**src/rtl/elevator_controller.sv**
```systemverilog
// Four-floor elevator sequencer: latches calls, serves them in SCAN order,
// and times floor-to-floor travel and door dwell with one shared counter.
//
// state     | meaning
// ----------+------------------------------------------------
// IDLE      | car parked, door closed, choosing the next move
// MOVING    | car travelling one floor per TRAVEL_CYCLES
// DOOR_OPEN | car stopped, door open for DOOR_CYCLES
module elevator_controller #(
  parameter int TRAVEL_CYCLES = 100_000_000,
  parameter int DOOR_CYCLES   = 200_000_000
) (
  input  logic       clk,
  input  logic       rst_n,
  input  logic [3:0] callReq,
  output logic [1:0] floorSel,
  output logic       door,
  output logic       moving,
  output logic       dirUp,
  output logic [3:0] pending
);

  localparam int MAX_CYCLES = (TRAVEL_CYCLES > DOOR_CYCLES) ? TRAVEL_CYCLES : DOOR_CYCLES;
  localparam int CW = $clog2(MAX_CYCLES);
  localparam logic [CW-1:0] TRAVEL_TC = CW'(TRAVEL_CYCLES - 1);
  localparam logic [CW-1:0] DOOR_TC   = CW'(DOOR_CYCLES - 1);

  typedef enum logic [1:0] {IDLE, MOVING, DOOR_OPEN} state_t;

  state_t        state, state_nx;
  logic [CW-1:0] cnt, cnt_nx;
  logic [1:0]    floor_nx, step_floor;
  logic          dir_nx;
  logic [3:0]    clr, req_mask;
  logic [3:0]    above, below, ahead, behind, step_ahead;

  function automatic logic [3:0] mask_above(input logic [1:0] f);
    logic [3:0] m;
    for (int i = 0; i < 4; i++) m[i] = (i > int'(f));
    return m;
  endfunction

  function automatic logic [3:0] mask_below(input logic [1:0] f);
    logic [3:0] m;
    for (int i = 0; i < 4; i++) m[i] = (i < int'(f));
    return m;
  endfunction

  always_comb begin
    state_nx   = state;
    floor_nx   = floorSel;
    dir_nx     = dirUp;
    clr        = '0;
    req_mask   = '0;
    cnt_nx     = cnt + CW'(1);
    above      = pending & mask_above(floorSel);
    below      = pending & mask_below(floorSel);
    ahead      = dirUp ? above : below;
    behind     = dirUp ? below : above;
    step_floor = dirUp ? floorSel + 2'd1 : floorSel - 2'd1;
    // "ahead" as seen from the floor the car is about to reach
    step_ahead = pending & (dirUp ? mask_above(step_floor) : mask_below(step_floor));

    case (state)
      IDLE: begin
        cnt_nx = '0;
        if (pending[floorSel]) begin
          state_nx      = DOOR_OPEN;
          clr[floorSel] = 1'b1;
        end else if (|ahead) begin
          state_nx = MOVING;
        end else if (|behind) begin
          dir_nx   = ~dirUp;
          state_nx = MOVING;
        end
      end
      MOVING: begin
        if (cnt == TRAVEL_TC) begin
          cnt_nx   = '0;
          floor_nx = step_floor;
          if (pending[step_floor]) begin
            state_nx        = DOOR_OPEN;
            clr[step_floor] = 1'b1;
          end else if (!(|step_ahead)) begin
            state_nx = IDLE;
          end
        end
      end
      DOOR_OPEN: begin
        req_mask[floorSel] = 1'b1;
        if (cnt == DOOR_TC) begin
          cnt_nx   = '0;
          state_nx = IDLE;
        end
      end
      default: begin
        cnt_nx   = '0;
        state_nx = IDLE;
      end
    endcase
  end

  always_ff @(posedge clk) begin
    if (!rst_n) begin
      state    <= IDLE;
      cnt      <= '0;
      floorSel <= 2'd0;
      dirUp    <= 1'b1;
      pending  <= 4'b0000;
      door     <= 1'b0;
      moving   <= 1'b0;
    end else begin
      state    <= state_nx;
      cnt      <= cnt_nx;
      floorSel <= floor_nx;
      dirUp    <= dir_nx;
      pending  <= (pending | (callReq & ~req_mask)) & ~clr;
      door     <= (state_nx == DOOR_OPEN);
      moving   <= (state_nx == MOVING);
    end
  end

endmodule

```
**config.mk**
```make
export PLATFORM = sky130hd
export DESIGN_NAME = elevator_controller
export DESIGN_NICKNAME = d
export VERILOG_FILES = /design/src/rtl/elevator_controller.sv
export SDC_FILE = /design/constraint.sdc
export NUM_CORES = 1
export LEC_CHECK = 0
export ABC_AREA = 0
export BUFFER_PORTS_ARGS = -buffer_cell sky130_fd_sc_hd__buf_2
export CELL_PAD_IN_SITES_DETAIL_PLACEMENT = 0
export CELL_PAD_IN_SITES_GLOBAL_PLACEMENT = 1
export CORE_AREA = 4 4 70 72
export CTS_BUF_LIST = sky130_fd_sc_hd__clkbuf_4
export DETAILED_ROUTE_END_ITERATION = 8
export DIE_AREA = 0 0 74 76
export PLACE_DENSITY = 0.93
export SKIP_LAST_GASP = 1
export SYNTH_ARGS = -nofsm -noshare
export SYNTH_HDL_FRONTEND = slang
export SYNTH_SLANG_ARGS = --single-unit
```
**constraint.sdc**
```tcl
create_clock -name clk -period 6.9 [get_ports clk]
set_input_delay 0.345 -clock clk [delete_from_list [all_inputs] [get_ports clk]]
set_output_delay 0.345 -clock clk [all_outputs]
set_load 0.1 [all_outputs]
```
==> impl_metrics.tcl <==
set metrics [dict create \
    result_of_the_run "finished clean" \
    cp_max_fo 12 \
    hold-path-endpoint "dirUp" \
    place.port_buffers 14 \
    post-route-util_pct 51.5 \
    final.min_clock_period_ns 2.64 \
    global_route.usage.met3_pct 4.35 \
    grt_first_pass_wirelength_mm 6.72 \
    diodes 0 \
    number_of_enable_flip_flop_cells_after_synthesis 0 \
    route.detailed.wl_per_inst_um 12.6 \
    synthDistinctLibCells 40 \
    reg2reg_to "moving" \
    finalHoldViolations 0 \
    synth_seq_area_share_pct 38.1 \
    layoutNonFillerInstCount 309 \
    synth_top_cell_area_share_pct 38.1 \
    power.leakage_nw 0.795 \
    gp_congestion 0.806 \
    cts_root_buf "clkbuf_4" \
    globalRoute.busiestLayer "met2" \
    yosys-top-cells-area "dfxtp_1, nor2_1, xor2_1" \
    origin_of_the_critical_flop_to_flop_path "floorSel[0]" \
    initial_core_util_pct 47.7 \
    die_area_um2 5620 \
    setup-violations-final 0 \
    num-fill-cells 422 \
    groute.usage.overall_pct 15.1 \
    floorplan.die.height_um 76 \
    chipWidth_um 74 \
    cts_post_setup_buffers_inserted 0 \
    totalWireLength_mm 3.90 \
    number_of_global_route_vias_before_repair 1493 \
    setup_tns_ns 0 \
    worstPathArrival_ns 2.90 \
    cts_resized 0 \
    timing.hold.ws_ns 0.278 \
    max_freq_mhz 379 \
    worst_skew_pair.late_latency_ns 0.35 \
    number_of_antenna_violations_at_the_first_check_in_global_routing 0 \
    cts.reportedPaths.clkPinSlew_ns 0.12 \
    hold_path.class "in2reg" \
    rsz0062_at_grt "no" \
    ant_nets 0 \
    timing.max_slew.rel_slack_pct 46.3 \
    num_vias 1646 \
    postSynthCellCount 242 \
    synth.net_count 259 \
    end_kind "register" \
    global_routing_met2_resource_utilization_pct 23.0 \
    avgViaCountPerCell 5.33 \
    detailedRoute.firstPassIterationCount 4 \
    detailed_place_hpwl_mm 2.79 \
    post_synth_most_frequent_cells "nor2_1, dfxtp_1, nand2_1, xor2_1, xnor2_1" \
    startpoint_type "register" \
    drc_violation_total_after_the_first_tritonroute_iteration 85 \
    hold_path_startpoint "rst_n" \
    yosysWarningCount 0 \
    crit_required_ns 7.16 \
    floorplan.io_pins 15 \
    floorplan.rows 24 \
    max_cap_viol_count 0 \
    grt_util_met1_pct 19.9 \
    worst-slew-pin-transition_ns 0.800 \
    vdd_ir_drop_max_v 0.000124 \
    reg2reg_setup_slack_ns 4.26 \
    htree_levels 2 \
    ys_ff_latch 39 \
    cts_inserted_buffers 5 \
    cts_hold_buffers 0 \
    remaining_drc_errors 0 \
    cell_area_power_density_nw_per_um2 219 \
    post_synth_instance_area_um2 2050 \
    grt-ovfl-total 0 \
    num-nets-final 273 \
    synth_top_flop_cell "dfxtp_1" \
    final_layout_size_suffix_gt1_share_pct 11.3 \
    clk_path_buf_depth 2 \
    yosys.cell_count.top_type "nor2_1" \
    cts.sink_count 39 \
    synthArstFlopShare_pct 0 \
    worst_clock_skew_ns 0.0181 \
    timing_max_transition_violations_final 0 \
    timing_worst_setup_path_type "reg2reg" \
    coreArea_um2 4290 \
    tritoncts_clock_tree "built" \
    syn_avg_cell_area_um2 8.47 \
    grt_start_max_net_pins 29 \
    synth_top_cell_by_area "dfxtp_1" \
    min_delay_path_depth 2 \
    share_of_the_clock_period_used_by_the_worst_path_after_layout_pct 38.2 \
    place.detailed.instances 301 \
    reg2regPathDepth 7 \
    area_added_between_synthesis_and_finish_pct 8.00 \
]
==> worst max path at each step <==
stage               cells after the start     end   startpoint  slack (ns)
detailed placement                      7  moving  floorSel[0]        4.32
global route                            7  moving  floorSel[0]        3.96
CTS                                     7  moving  floorSel[0]        4.25
finish                                  7  moving  floorSel[0]        4.26
floorplan                               8    door  floorSel[0]        3.71
global placement                        6  cnt[7]      cnt[12]        4.35
==> cells by family (layout without fill, tap and decap cells) <==
logic type | after synthesis | count (layout) | share of synthesized area [%]
flip-flops | 39 | 39 | 38.1
AND/OR/NAND/NOR | 113 | 113 | 26.6
buffers and inverters | 16 | 31 | 3.05
XOR/XNOR | 29 | 29 | 12.4
multiplexers | 2 | 2 | 2.20
AO/OA/AOI/OAI | 32 | 32 | 10.9
adder cells (fa/ha/maj) | 11 | 11 | 6.72
==> flip-flops by register name, summed over array words and instances (netlist names) <==
name	cells
dirUp	1
moving	1
pending	4
door	1
floorSel	2
state	2
cnt	28
==> through the flow <==
step / instance area [um2] / setup slack (ns) / total power, mW
2_1_floorplan: 2050 / 3.71 / 0.350
3_3_place_gp: 2160 / 4.35 / 0.372
3_5_place_dp: 2160 / 4.32 / 0.373
4_1_cts: 2210 / 4.25 / 0.494
5_1_grt: 2210 / 3.96 / 0.513
6_report: 2210 / 4.26 / 0.486
==> worst max-delay path: stages (launching register included) <==
cell     delay [ns]
dfxtp_1        0.62
inv_1          0.18
ha_1           0.41
xnor2_1        0.33
mux4_2         0.37
o21ai_0        0.17
o21ai_0        0.16
nor4b_1        0.31
==> layout make-up <==
cell class	count	area, um2	share of cell area [%]
multi-input combinational	187	1210	54.5
sequential	39	781	35.3
timing repair buffer	14	70.1	3.17
tap	52	65.1	2.94
clock buffer	6	45.0	2.04
inverter	9	33.8	1.53
clock inverter	2	12.5	0.565
==> routing by layer <==
layer	routed length (um)	vias up
li1	-	853
met3	146	5
met4	71	0
met1	1900	765
met2	1780	23
met5	0	-
==> placed cells by master, fill, tap and decap left out, types with 2 or more instances in the layout <==
cell type  Yosys  routed
and3_1         7       7
nand3_1       10      10
buf_2          2      14
nand2_1       19      19
nor3_1         3       3
mux4_2         2       2
ha_1          11      11
inv_1          9       9
o21ai_0        6       6
or4_1          3       3
nor2_1        45      45
o221ai_1       2       2
o21a_1         2       2
nor2b_1        2       2
clkbuf_4       0       6
a21oi_1        4       4
dfxtp_1       39      39
and2_1         4       4
nand2b_1       4       4
o211ai_1       3       3
nand4_1        9       9
xnor2_1       12      12
a21boi_0       5       5
xor2_1        17      17
a31oi_1        2       2
==> power by group <==
part           switching (mW)  internal (mW)
clock network          0.0755         0.0433
logic                  0.0891         0.0336
registers             0.00879          0.235
total                   0.173          0.312
No activity file was read; power rests on OpenSTA's default activity.
